$ cat config.mk
export PLATFORM = sky130hd
export DESIGN_NAME = ipsl_pcie_dma_cpld_sched_flat
export DESIGN_NICKNAME = d
export VERILOG_FILES = /design/src/rtl/ipsl_pcie_dma_cpld_sched_if.sv /design/src/rtl/ipsl_pcie_dma_cpld_sched.sv /design/src/flat_wrapper.sv
export SDC_FILE = /design/constraint.sdc
export NUM_CORES = 1
export LEC_CHECK = 0
export ABC_AREA = 0
export ABC_CLOCK_PERIOD_IN_PS = 9700
export CAP_MARGIN = 25
export CORE_ASPECT_RATIO = 2
export CORE_UTILIZATION = 47
export DETAILED_ROUTE_END_ITERATION = 10
export PLACE_DENSITY = 0.67
export REMOVE_ABC_BUFFERS = 1
export SLEW_MARGIN = 15
export SYNTH_ARGS = -nofsm -noshare
export SYNTH_HDL_FRONTEND = slang
export SYNTH_SLANG_ARGS = --single-unit
export TNS_END_PERCENT = 10
$ cat constraint.sdc
create_clock -name clk -period 9.7 [get_ports clk]
set_input_delay 0.97 -clock clk [delete_from_list [all_inputs] [get_ports clk]]
set_output_delay 0.97 -clock clk [all_outputs]
set_load 0.02 [all_outputs]
$ cat src/rtl/ipsl_pcie_dma_cpld_sched_if.sv
// Request and read-command bus between RX, the completion scheduler and the CPLD read controller.
interface ipsl_pcie_dma_cpld_sched_if;
    logic        i_req_valid;
    logic        o_req_ready;
    logic [63:0] i_req_addr;
    logic [9:0]  i_req_length;
    logic [7:0]  i_req_tag;
    logic [15:0] i_req_id;
    logic [2:0]  i_max_payload;
    logic        i_tx_hold;
    logic        i_last_data;
    logic        o_rd_en;
    logic [9:0]  o_rd_length;
    logic [63:0] o_rd_addr;
    logic [7:0]  o_cpl_tag;
    logic [15:0] o_cpl_req_id;
    logic [11:0] o_cpl_byte_cnt;
    logic [6:0]  o_cpl_lower_addr;
    logic        o_busy;

    modport slave (
        input  i_req_valid, i_req_addr, i_req_length, i_req_tag, i_req_id,
               i_max_payload, i_tx_hold, i_last_data,
        output o_req_ready, o_rd_en, o_rd_length, o_rd_addr, o_cpl_tag,
               o_cpl_req_id, o_cpl_byte_cnt, o_cpl_lower_addr, o_busy
    );

    modport master (
        output i_req_valid, i_req_addr, i_req_length, i_req_tag, i_req_id,
               i_max_payload, i_tx_hold, i_last_data,
        input  o_req_ready, o_rd_en, o_rd_length, o_rd_addr, o_cpl_tag,
               o_cpl_req_id, o_cpl_byte_cnt, o_cpl_lower_addr, o_busy
    );
endinterface

$ cat src/rtl/ipsl_pcie_dma_cpld_sched.sv
// Completion scheduler: queues memory-read requests, splits them into MPS-sized segments and
// issues one read command per segment, waiting for last_data before issuing the next.
module ipsl_pcie_dma_cpld_sched #(
    parameter int REQ_DEPTH = 4
) (
    input  logic                           clk,
    input  logic                           rst_n,
    ipsl_pcie_dma_cpld_sched_if.slave      bus
);

    localparam int             PW       = $clog2(REQ_DEPTH);
    localparam logic [PW:0]    FULL_CNT = (PW + 1)'(REQ_DEPTH);

    typedef struct packed {
        logic [63:0] addr;
        logic [9:0]  length;
        logic [7:0]  tag;
        logic [15:0] id;
    } req_t;

    typedef enum logic [1:0] {IDLE, LOAD, ISSUE, WAIT} state_t;

    state_t        state, state_nxt;
    req_t          mem [REQ_DEPTH];
    req_t          ent;
    logic [PW-1:0] wr_ptr, rd_ptr;
    logic [PW:0]   count;
    logic          push, pop, issue_go, seg_end;
    logic [10:0]   remaining_dw, mps_dw, seg_dw, seg_nxt;
    logic [63:0]   cur_addr;
    logic [2:0]    mps_code;

    assign push                 = bus.i_req_valid && bus.o_req_ready;
    assign bus.o_req_ready      = (count != FULL_CNT);
    assign bus.o_busy           = (state != IDLE) || (count != '0);
    assign bus.o_cpl_lower_addr = {bus.o_rd_addr[6:2], 2'b00};
    assign mps_code             = (bus.i_max_payload > 3'd5) ? 3'd5 : bus.i_max_payload;
    assign seg_nxt              = (remaining_dw < mps_dw) ? remaining_dw : mps_dw;

    // Request FIFO bookkeeping; a pending push is refused when full even if a pop coincides.
    always_ff @(posedge clk or negedge rst_n) begin
        if (!rst_n) begin
            wr_ptr <= '0;
            rd_ptr <= '0;
            count  <= '0;
        end else begin
            if (push) wr_ptr <= wr_ptr + PW'(1);
            if (pop)  rd_ptr <= rd_ptr + PW'(1);
            case ({push, pop})
                2'b10:   count <= count + (PW + 1)'(1);
                2'b01:   count <= count - (PW + 1)'(1);
                default: count <= count;
            endcase
        end
    end

    always_ff @(posedge clk) begin
        if (push) mem[wr_ptr] <= {bus.i_req_addr, bus.i_req_length, bus.i_req_tag, bus.i_req_id};
    end

    always_ff @(posedge clk or negedge rst_n) begin
        if (!rst_n) state <= IDLE;
        else        state <= state_nxt;
    end

    always_comb begin
        state_nxt = state;
        case (state)
            IDLE:    if (count != '0) state_nxt = LOAD;
            LOAD:    state_nxt = ISSUE;
            ISSUE:   if (!bus.i_tx_hold) state_nxt = WAIT;
            WAIT:    if (bus.i_last_data) state_nxt = (remaining_dw == seg_dw) ? IDLE : ISSUE;
            default: state_nxt = IDLE;
        endcase
    end

    always_comb begin
        pop      = 1'b0;
        issue_go = 1'b0;
        seg_end  = 1'b0;
        case (state)
            IDLE:    pop      = (count != '0);
            ISSUE:   issue_go = !bus.i_tx_hold;
            WAIT:    seg_end  = bus.i_last_data;
            default: ;
        endcase
    end

    // Segment datapath; re-initialised at LOAD, so no reset is needed here.
    always_ff @(posedge clk) begin
        if (pop) ent <= mem[rd_ptr];
        if (state == LOAD) begin
            remaining_dw <= (ent.length == 10'd0) ? 11'd1024 : {1'b0, ent.length};
            mps_dw       <= 11'd32 << mps_code;
            cur_addr     <= ent.addr & ~64'h3;
        end
        if (issue_go) seg_dw <= seg_nxt;
        if (seg_end) begin
            remaining_dw <= remaining_dw - seg_dw;
            cur_addr     <= cur_addr + {51'd0, seg_dw, 2'b00};
        end
    end

    // Command and header fields change only on an issue, so they hold until the next o_rd_en.
    always_ff @(posedge clk or negedge rst_n) begin
        if (!rst_n) begin
            bus.o_rd_en        <= 1'b0;
            bus.o_rd_length    <= '0;
            bus.o_rd_addr      <= '0;
            bus.o_cpl_tag      <= '0;
            bus.o_cpl_req_id   <= '0;
            bus.o_cpl_byte_cnt <= '0;
        end else begin
            bus.o_rd_en <= issue_go;
            if (issue_go) begin
                bus.o_rd_length    <= seg_nxt[9:0];
                bus.o_rd_addr      <= cur_addr;
                bus.o_cpl_tag      <= ent.tag;
                bus.o_cpl_req_id   <= ent.id;
                bus.o_cpl_byte_cnt <= {remaining_dw[9:0], 2'b00};
            end
        end
    end

endmodule

$ cat src/flat_wrapper.sv
// flat-port wrapper written by rule: the top's interface ports become plain ports
module ipsl_pcie_dma_cpld_sched_flat 
#(
    parameter int REQ_DEPTH = 4
)
  (clk, rst_n, bus_i_req_valid, bus_i_req_addr, bus_i_req_length, bus_i_req_tag, bus_i_req_id, bus_i_max_payload, bus_i_tx_hold, bus_i_last_data, bus_o_req_ready, bus_o_rd_en, bus_o_rd_length, bus_o_rd_addr, bus_o_cpl_tag, bus_o_cpl_req_id, bus_o_cpl_byte_cnt, bus_o_cpl_lower_addr, bus_o_busy);
  ipsl_pcie_dma_cpld_sched_if bus_i ();
  input  logic clk;
  input  logic rst_n;
  input wire logic [$bits(bus_i.i_req_valid)-1:0] bus_i_req_valid;
  input wire logic [$bits(bus_i.i_req_addr)-1:0] bus_i_req_addr;
  input wire logic [$bits(bus_i.i_req_length)-1:0] bus_i_req_length;
  input wire logic [$bits(bus_i.i_req_tag)-1:0] bus_i_req_tag;
  input wire logic [$bits(bus_i.i_req_id)-1:0] bus_i_req_id;
  input wire logic [$bits(bus_i.i_max_payload)-1:0] bus_i_max_payload;
  input wire logic [$bits(bus_i.i_tx_hold)-1:0] bus_i_tx_hold;
  input wire logic [$bits(bus_i.i_last_data)-1:0] bus_i_last_data;
  output wire logic [$bits(bus_i.o_req_ready)-1:0] bus_o_req_ready;
  output wire logic [$bits(bus_i.o_rd_en)-1:0] bus_o_rd_en;
  output wire logic [$bits(bus_i.o_rd_length)-1:0] bus_o_rd_length;
  output wire logic [$bits(bus_i.o_rd_addr)-1:0] bus_o_rd_addr;
  output wire logic [$bits(bus_i.o_cpl_tag)-1:0] bus_o_cpl_tag;
  output wire logic [$bits(bus_i.o_cpl_req_id)-1:0] bus_o_cpl_req_id;
  output wire logic [$bits(bus_i.o_cpl_byte_cnt)-1:0] bus_o_cpl_byte_cnt;
  output wire logic [$bits(bus_i.o_cpl_lower_addr)-1:0] bus_o_cpl_lower_addr;
  output wire logic [$bits(bus_i.o_busy)-1:0] bus_o_busy;
  assign bus_i.i_req_valid = bus_i_req_valid;
  assign bus_i.i_req_addr = bus_i_req_addr;
  assign bus_i.i_req_length = bus_i_req_length;
  assign bus_i.i_req_tag = bus_i_req_tag;
  assign bus_i.i_req_id = bus_i_req_id;
  assign bus_i.i_max_payload = bus_i_max_payload;
  assign bus_i.i_tx_hold = bus_i_tx_hold;
  assign bus_i.i_last_data = bus_i_last_data;
  assign bus_o_req_ready = bus_i.o_req_ready;
  assign bus_o_rd_en = bus_i.o_rd_en;
  assign bus_o_rd_length = bus_i.o_rd_length;
  assign bus_o_rd_addr = bus_i.o_rd_addr;
  assign bus_o_cpl_tag = bus_i.o_cpl_tag;
  assign bus_o_cpl_req_id = bus_i.o_cpl_req_id;
  assign bus_o_cpl_byte_cnt = bus_i.o_cpl_byte_cnt;
  assign bus_o_cpl_lower_addr = bus_i.o_cpl_lower_addr;
  assign bus_o_busy = bus_i.o_busy;
  ipsl_pcie_dma_cpld_sched #(.REQ_DEPTH(REQ_DEPTH)) u_core (.clk(clk), .rst_n(rst_n), .bus(bus_i));
endmodule
==> impl_metrics.env <==
export IMPL_finish_utilization=0.560
export IMPL_rr_endpoint="u_core.cur_addr[50]"
export IMPL_dieArea_mm2=0.0596
export IMPL_netlist_area_mm2=0.0275
export IMPL_ys_ff_latch=686
export IMPL_drv_cap=0
export IMPL_cts_root_buf="clkbuf_16"
export IMPL_synth_top_family_by_area="simple AND/OR/NAND/NOR gates"
export IMPL_die_h_um=344
export IMPL_postCtsSetupRepairBufs=0
export IMPL_drive_gt1_frac=0.122
export IMPL_final_common_cell="edfxtp_1"
export IMPL_critPathKind="flop to flop"
export IMPL_power_switching_uw=3470
export IMPL_grt_pass1_wl_mm=92.2
export IMPL_htreeDepth=2
export IMPL_synth_enable_flop_cells=570
export IMPL_pwr_share_seq=0.455
export IMPL_synth_compound_area_share=0.0447
export IMPL_timing_slew_headroom=0.316
export IMPL_finalSetupViolations=0
export IMPL_layout_common_cells="edfxtp_1 (570), nand2_1 (369), clkdlybuf4s50_1 (216)"
export IMPL_ios=226
export IMPL_startpoint_type="flop"
export IMPL_end_kind="flop"
export IMPL_detail_route_iter0_violations=841
export IMPL_gp_congestion=0.828
export IMPL_synth_fa_ha_area_frac=0.0167
export IMPL_status="finished, final reports clean"
export IMPL_place_area_mm2=0.0305
export IMPL_ys_async_sr_fraction=0.169
export IMPL_grt_pass1_vias=16200
export IMPL_grt_ovfl_total=0
export IMPL_portBuffers=217
export IMPL_power_density_mw_per_mm2=321
export IMPL_hold_path_class="input port to asynchronous set/reset pin"
export IMPL_fin_crit_sh=0.401
export IMPL_syn2layout_area_growth_pct=17.9
export IMPL_syn_area_per_cell_um2=15.6
export IMPL_rsz0062_at_grt="false"
export IMPL_num_vias=15400
export IMPL_r2r_start="u_core.seg_dw[0]"
export IMPL_antenna_found_initial=4
export IMPL_start_util=0.475
export IMPL_synthSimpleGateAreaFrac=0.0921
export IMPL_ir_worst_vdd_v=0.000211
export IMPL_rows=125
export IMPL_cts_buffers=56
export IMPL_fin_area_mm2=0.0325
export IMPL_fin_skew_ns=0.0298
export IMPL_cts_max_path_buffers=3
export IMPL_die_w_um=173
export IMPL_nets=2115
export IMPL_p_clk_frac=0.229
export IMPL_fmax_ghz=0.257
export IMPL_synthMuxAreaShare=0.0845
export IMPL_ys_flop_type="edfxtp_1"
export IMPL_hpwl_mm=37.8
export IMPL_drtAntennaViolNets=0
export IMPL_crit_path_end="u_core.cur_addr[50]"
export IMPL_worstMarginPinSlew_ns=1.02
export IMPL_intPower_uw=6970
export IMPL_cts_sinks=686
export IMPL_grt_max_degree=82
export IMPL_yosysWarnings=0
export IMPL_cts_hold_buf=0
export IMPL_via_per_inst=5.52
export IMPL_clock_latency_ns=0.63
export IMPL_drc=0
export IMPL_switching_share=0.332
export IMPL_fin_setup_tns_ns=0
export IMPL_track_usage=0.206
export IMPL_syn_inst=1766
export IMPL_drt_pass1_iterations=5
export IMPL_core_mm2=0.0580
export IMPL_cts_resized_gates=0
export IMPL_fin_crit_ns=3.89
export IMPL_crit_required_ns=10.06
export IMPL_wl_mm=60.2
export IMPL_r2r_setup_slack_ns=5.81
export IMPL_path_max_fanout=18
export IMPL_clkTransAtPathRegs_ns=0.07
export IMPL_slew_viol_final=0
export IMPL_routedWlPerCell_um=21.6
export IMPL_crit_path_start="u_core.seg_dw[0]"
export IMPL_synth_cell_types=61
export IMPL_seq_area_frac_synth=0.727
export IMPL_reg2reg_depth=8
export IMPL_cts_tree="done"
export IMPL_synth_xor_area_share=0.0146
export IMPL_p_leak_uw=0.0115
export IMPL_hold_viol=0
export IMPL_worstPathArrival_ns=4.25
export IMPL_comb_power_share=0.315
[synth_stat cells (10+ instances only)]
cell type,number,area (um^2)
dfrtp_1,116,2900
edfxtp_1,570,17100
mux2_2,12,135
o21ai_0,64,320
nand3_1,29,145
mux4_2,96,2160
and3_1,17,106
o31a_1,14,123
nor2_1,36,135
buf_4,11,82.6
a31oi_1,15,93.8
xnor2_1,38,333
o31ai_1,11,82.6
nor3_1,15,75.1
nand4_1,20,125
a21oi_1,16,80.1
a21o_1,10,75.1
buf_1,17,63.8
nor4_1,20,125
inv_1,43,161
nand2_1,369,1390
o21a_1,10,75.1
ha_1,32,400
clkbuf_1,58,218
[layout make-up]
type                       count  area [um^2]
antenna                        1         2.50
clock buffer                  66         1520
clock inverter                39          438
fill                        4609        25500
inverter                      43          164
multi-input combinational    950         7060
sequential                   686        20000
tap                          762          953
timing repair buffer         237         2320
[layer usage]
| metal | up-vias | track usage | part of all wire |
|---|---|---|---|
| met2 | 458 | 0.387 | 0.54 |
| met5 | - | 0 | 0.00045 |
| met1 | 7724 | 0.228 | 0.37 |
| li1 | 7058 | - | - |
| met4 | 4 | 0.0868 | 0.037 |
| met3 | 114 | 0.0354 | 0.054 |
[registers in the layout, summed over array words and instances (netlist names)]
name / cells
u_core.state: 2
u_core.bus.o_cpl_tag: 8
u_core.wr_ptr: 2
u_core.bus.o_cpl_byte_cnt: 10
u_core.mem: 384
u_core.bus.o_rd_length: 10
u_core.remaining_dw: 11
u_core.mps_dw: 6
u_core.count: 3
u_core.ent: 96
u_core.bus.o_rd_en: 1
u_core.cur_addr: 62
u_core.rd_ptr: 2
u_core.bus.o_cpl_req_id: 16
u_core.seg_dw: 11
u_core.bus.o_rd_addr: 62
[through the flow]
step	total power (uW)	std cells	hold slack, ns	worst slack (ns)
after floorplan	6910	1679	0.415	0.602
after global placement	8040	2678	0.428	5.78
after detailed placement	8160	2678	0.427	5.73
after CTS	10600	2783	0.352	5.79
after global routing	11000	2783	0.334	5.72
final	10400	2784	0.307	5.81
[power groups by stage]
stage          registers (uW)  clock network [uW]  logic [uW]
2_1_floorplan            5090                   0        1820
3_3_place_gp             4780                   0        3260
3_5_place_dp             4820                   0        3340
4_1_cts                  4760                2450        3350
5_1_grt                  4850                2540        3600
6_report                 4750                2390        3290
[how the worst min path moves through the flow]
stage,from,end,slack [ns],cells after the start
finish,rst_n,u_core.bus.o_rd_length[0],0.31,1
global route,rst_n,u_core.bus.o_cpl_byte_cnt[2],0.33,1
CTS,rst_n,u_core.bus.o_rd_length[0],0.35,1
detailed placement,u_core.ent[19],u_core.bus.o_cpl_tag[3],0.43,2
global placement,u_core.ent[19],u_core.bus.o_cpl_tag[3],0.43,2
floorplan,u_core.ent[0],u_core.bus.o_cpl_req_id[0],0.41,2
[cell families (layout without fill, tap and decap cells)]
group / after synthesis / after routing
xor+xnor: 46 / 46
buf+inv: 135 / 385
fa+ha+maj: 35 / 35
compound gates: 185 / 185
mux: 111 / 111
simple gates: 567 / 567
other cells: 1 / 7
flops: 686 / 686
[worst max-delay path: stages, from the launching register on]
cell and delay [ns]:
edfxtp_1 0.54, ha_1 0.29, fa_1 0.26, a211oi_1 0.12, o21ai_1 0.30, nand3_1 0.79
a211o_1 0.69, o31a_1 0.35, o31a_1 0.28
Power figures use the tool's default switching activity.
==> RTL edit 1: new RTL, config.mk and constraints unchanged <==
`REQ_DEPTH` is set to 4 in 2 places; all go to 8.
--- a/src/rtl/ipsl_pcie_dma_cpld_sched.sv
+++ b/src/rtl/ipsl_pcie_dma_cpld_sched.sv
@@ -1,7 +1,7 @@
 // Completion scheduler: queues memory-read requests, splits them into MPS-sized segments and
 // issues one read command per segment, waiting for last_data before issuing the next.
 module ipsl_pcie_dma_cpld_sched #(
-    parameter int REQ_DEPTH = 4
+    parameter int REQ_DEPTH = 8
 ) (
     input  logic                           clk,
     input  logic                           rst_n,
--- a/src/flat_wrapper.sv
+++ b/src/flat_wrapper.sv
@@ -1,7 +1,7 @@
 // flat-port wrapper written by rule: the top's interface ports become plain ports
 module ipsl_pcie_dma_cpld_sched_flat 
 #(
-    parameter int REQ_DEPTH = 4
+    parameter int REQ_DEPTH = 8
 )
   (clk, rst_n, bus_i_req_valid, bus_i_req_addr, bus_i_req_length, bus_i_req_tag, bus_i_req_id, bus_i_max_payload, bus_i_tx_hold, bus_i_last_data, bus_o_req_ready, bus_o_rd_en, bus_o_rd_length, bus_o_rd_addr, bus_o_cpl_tag, bus_o_cpl_req_id, bus_o_cpl_byte_cnt, bus_o_cpl_lower_addr, bus_o_busy);
   ipsl_pcie_dma_cpld_sched_if bus_i ();
Formal check against the unedited RTL: no difference found for any inputs over 4 cycles, from zero or initial values and one cycle with rst_n low; that may be too few to reach the edited logic, so the function may still have changed.
==> RTL edit 1 against the original RTL <==
  * Area after synthesis up 53%
  * Setup slack improved by 0.13 ns
  * Sequential cell count up 387
  * Sequential power rose by 26%
  * Design area is 52% higher
  * Routed wire length rose by 53%
  * Total power rose by 16%
  * Non-clock buffer count up 18
==> RTL edit 1: results (changes against the original RTL) <==
stage	metric	value	unit	change
synthesis	Async SR Flop Fraction	0.111		-0.0582
synthesis	Commonest cells post-synth	954 x edfxtp_1, 209 x mux2_2, 192 x mux4_2		
drt	routed wire length on met2	48800	µm	+50%
run_status	status	finished, final reports clean		
synthesis	cell types with the largest area share after synthesis	edfxtp_1 68%, mux4_2 10%, dfrtp_1 7.1%, mux2_2 5.6%, nand2_1 1.0%		
timing	worst rel slew slack	0.288		-0.0275
final_layout	final-layout clock buffer total	123		+86%
worst_setup_path	cell type group with the largest total delay on the critical path	buffers and inverters		
final_layout	post-layout net count	2517		+19%
drt	number of detailed-routing iterations run before antenna repair	6		+1
synthesis	sequential cell area fraction in the yosys report	0.750		+0.0230
final_layout	biggest regs	u_core.mem: 768 flops, u_core.ent: 96 flops		
final_layout	Layout clock area frac	0.0697		+0.00958
synthesis	EDFF count, synth	954		+67%
final_layout	Multi-input gate area	0.0101	mm²	+44%
global_route	met3 Resource Use GR	0.0446		+0.00920
final_layout	count of multi-input gates	926		-2.5%
drt	wire length reported by the detailed router	92300	µm	+53%
worst_setup_path	maximum single-stage delay on the critical path	0.77	ns	-0.02 ns
placement	Post-Place Cells	3455		+29%
worst_setup_path	capture point of the worst reg-to-reg path	u_core.ent[49]		
final_layout	number of sequential cells	1073		+56%
worst_setup_path	Worst Path Max Fanout	95		+77
worst_setup_path	cells on worst reg2reg path	6		-2
global_route	M1 GR Usage	0.258		+0.0296
global_route	met2 capacity usage during global routing	0.365		-0.0214
placement	worst slack after detailed placement	5.42	ns	-0.302 ns
final_layout	bufs w/o clock	255		+7.6%
global_route	initial antenna violation count	14		+10
final_layout	fraction of area in non-clock buffers	0.0519		-0.0196
drt	detailed-routed wire length on met3	5040	µm	+54%
placement	Area after DPL	0.0459	mm²	+50%
power	IR drop worst, VDD	0.190	mV	-10%
final_layout	ant diodes	3		+2
timing	final worst clock skew	0.0259	ns	-0.00386 ns
worst_setup_path	Reg2Reg Setup Slack	5.94	ns	+0.13 ns
cts	Clk Latency, worst-skew pair	0.69	ns	+0.06 ns
synthesis	distinct cell type count after synthesis	65		+6.6%
drt	length of routed wiring on met1	36100	µm	+63%
power	switching power	3.04	mW	-12%
synthesis	per-instance average area after synthesis	19.9	µm²	+27%
cts	H-tree lvl count	3		+1
power	leakage power figure	16.1	nW	+40%
timing	hold slack final	0.330	ns	+0.0232 ns
global_route	total global routing track utilization	0.210		+0.00419
[RTL edit 1: cell types whose count changed after synthesis, moves of 10 or more]
cell	before	now
o31a_1	14	4
and3_1	17	7
nor4_1	20	10
inv_1	43	26
edfxtp_1	570	954
xor2_1	8	29
buf_2	4	22
mux4_2	96	192
nand2_1	369	113
a31oi_1	15	5
mux2_2	12	209
[RTL edit 1: power by group through the flow]
stage	clock network [mW]	registers, mW	logic, mW
6_report	4.10	5.98	1.99
4_1_cts	4.18	6.01	2.02
3_3_place_gp	0	6.06	1.96
3_5_place_dp	0	6.10	2.01
5_1_grt	4.34	6.04	2.15
2_1_floorplan	0	6.31	1.10
[RTL edit 1: how the worst max path moves through the flow]
stage                      from                            end  slack [ns]  cells after the start
2_1_floorplan     bus_i_tx_hold  u_core.bus.o_cpl_byte_cnt[10]       -0.91                      2
3_3_place_gp    bus_i_req_valid              u_core.mem[0][44]        5.45                      6
3_5_place_dp    bus_i_req_valid              u_core.mem[0][42]        5.42                      6
4_1_cts        u_core.rd_ptr[0]                 u_core.ent[49]        5.65                      5
5_1_grt        u_core.rd_ptr[0]                 u_core.ent[21]        5.60                      6
6_report       u_core.rd_ptr[0]                 u_core.ent[49]        5.94                      6
[RTL edit 1: logic make-up (layout without fill, tap and decap cells)]
family / count (synthesis) / after routing / share of synthesized area
AO/OA/AOI/OAI: 131 / 131 / 0.0190
adder cells (fa/ha/maj): 35 / 35 / 0.0109
AND/OR/NAND/NOR: 287 / 287 / 0.0349
buffers and inverters: 128 / 459 / 0.0131
other: 1 / 9 / 0.0000889
XOR/XNOR: 58 / 58 / 0.0120
flip-flops: 1073 / 1073 / 0.750
multiplexers: 409 / 409 / 0.160
==> RTL edit 2: new RTL, config.mk and constraints unchanged <==
Made on the original files. Make the reset (`rst_n`) synchronous in 3 clocked blocks.
--- a/src/rtl/ipsl_pcie_dma_cpld_sched.sv
+++ b/src/rtl/ipsl_pcie_dma_cpld_sched.sv
@@ -38,7 +38,7 @@
     assign seg_nxt              = (remaining_dw < mps_dw) ? remaining_dw : mps_dw;
 
     // Request FIFO bookkeeping; a pending push is refused when full even if a pop coincides.
-    always_ff @(posedge clk or negedge rst_n) begin
+    always_ff @(posedge clk) begin
         if (!rst_n) begin
             wr_ptr <= '0;
             rd_ptr <= '0;
@@ -58,7 +58,7 @@
         if (push) mem[wr_ptr] <= {bus.i_req_addr, bus.i_req_length, bus.i_req_tag, bus.i_req_id};
     end
 
-    always_ff @(posedge clk or negedge rst_n) begin
+    always_ff @(posedge clk) begin
         if (!rst_n) state <= IDLE;
         else        state <= state_nxt;
     end
@@ -102,7 +102,7 @@
     end
 
     // Command and header fields change only on an issue, so they hold until the next o_rd_en.
-    always_ff @(posedge clk or negedge rst_n) begin
+    always_ff @(posedge clk) begin
         if (!rst_n) begin
             bus.o_rd_en        <= 1'b0;
             bus.o_rd_length    <= '0;
Formal check against the unedited RTL: differs if rst_n is asserted again (counterexample within 4 cycles, from zero or initial values and one cycle with rst_n low); with rst_n held inactive, the same outputs for 4 cycles.
==> RTL edit 2 against the original RTL <==
  * Sequential power decreased by 9.1%
  * Sequential cell count did not move
  * Total power is 20% lower
  * Largest cell class unchanged
  * Synthesized cell count shrank 1.4%
  * Design area down 1.2%
  * Area after synthesis shrank 0.99%
  * Setup slack improved by 0.50 ns
  * Critical endpoint is now u_core.bus.o_rd_length[1]
  * Core utilization grew 0.095 points
  * Fmax is 15% higher
  * Routed wire length shrank 1.6%
==> RTL edit 2: results (changes against the original RTL) <==
stage	metric	value	unit	change
power	IR drop worst, VDD	0.150	mV	-29%
run_status	status	finished, final reports clean		
placement	hpwl dp	36300	µm	-4.0%
worst_setup_path	cell type group with the largest total delay on the critical path	buffers and inverters		
placement	global placement routability congestion	0.878		+6.1%
worst_setup_path	cell with the largest stage delay on the worst path	buf_4		
power	leakage power figure	10.4	nW	-10%
global_route	initial antenna violation count	7		+3
synthesis	distinct cell type count after synthesis	68		+11%
worst_hold_path	Hold WC Path Type	flop to flop		
synthesis	Syn Inst Count	1742		-1.4%
power	reported sequential group power	4.32	mW	-9.1%
power	internal power consumption	5.99	mW	-14%
drt	routed wire length on met2	31800	µm	-1.9%
global_route	global-route wire length before repair	91100	µm	-1.2%
final_layout	proportion of layout cells with a drive suffix above 1	0.129		+0.00724
worst_setup_path	Worst Path Max Fanout	75		+57
timing	final worst clock skew	0.0265	ns	-0.00324 ns
synthesis	sequential cell area fraction in the yosys report	0.713		-0.0141
drt	via total after detailed routing	15011		-2.3%
global_route	vias in the first global route	15948		-1.4%
drt	length of routed wiring on met1	22500	µm	+1.4%
global_route	total global routing track utilization	0.207		+0.00129
final_layout	post-layout net count	2087		-1.3%
global_route	pin count of the biggest net entering global routing	99		+21%
global_route	met3 Resource Use GR	0.0326		-0.00274
synthesis	cell types with the largest area share after synthesis	edfxtp_1 63%, dfxtp_1 8.5%, mux4_2 7.9%, nand2_1 4.3%, a21boi_0 2.7%		
placement	Area after DPL	0.0302	mm²	-1.0%
synthesis	Commonest cells post-synth	570 x edfxtp_1, 312 x nand2_1, 116 x dfxtp_1		
power	Power Dens Cells	261	mW/mm²	-19%
floorplan	number of standard-cell rows in the floorplan	124		-0.80%
cts	cts bufs inserted	57		+1.8%
placement	Post-Place Cells	2643		-1.3%
timing	worst rel slew slack	0.318		+0.00230
==> RTL edit 2: cell count changes after synthesis, moves of 16 or more <==
cell / unedited run / this run
nor2_1: 36 / 20
xnor2_1: 38 / 58
dfxtp_1: 0 / 116
a21boi_0: 0 / 98
nand2_1: 369 / 312
dfrtp_1: 116 / 0
nor4_1: 20 / 4
==> RTL edit 2: cells by family (layout without fill, tap and decap cells) <==
group                    count (synthesis)  in the layout  share of synthesized area
flip-flops                             686            686                      0.713
AND/OR/NAND/NOR                        453            453                     0.0767
AO/OA/AOI/OAI                          260            260                     0.0677
buffers and inverters                  134            380                     0.0211
multiplexers                           105            105                     0.0829
XOR/XNOR                                68             68                     0.0218
adder cells (fa/ha/maj)                 35             35                     0.0169
other                                    1              9                   0.000138
==> RTL edit 2: final cells by class <==
| class | instances | area [µm²] |
|---|---|---|
| antenna | 3 | 7.51 |
| clock inverter | 27 | 262 |
| sequential | 686 | 19400 |
| fill | 4500 | 25100 |
| tap | 756 | 946 |
| clock buffer | 79 | 1620 |
| inverter | 39 | 149 |
| multi-input combinational | 927 | 7350 |
| timing repair buffer | 235 | 2320 |
==> RTL edit 2: path summary, 6_finish.rpt <==
kind / startpoint / endpoint / slack, ns / cells after the start
worst min-delay path: u_core.bus.o_rd_addr[12] / u_core.bus.o_rd_addr[12] / 0.46 / 2
worst max register to register: u_core.rd_ptr[0] / u_core.ent[82] / 6.58 / 3
worst max-delay path: bus_i_tx_hold / u_core.bus.o_rd_length[1] / 6.30 / 8
worst min register to register: u_core.bus.o_rd_addr[12] / u_core.bus.o_rd_addr[12] / 0.46 / 2
==> RTL edit 2: worst register-to-register path, cell delays in order, from the launching register on <==
cell     delay [ns]
dfxtp_4        0.93
buf_4          0.69
buf_4          0.63
mux4_2         0.61
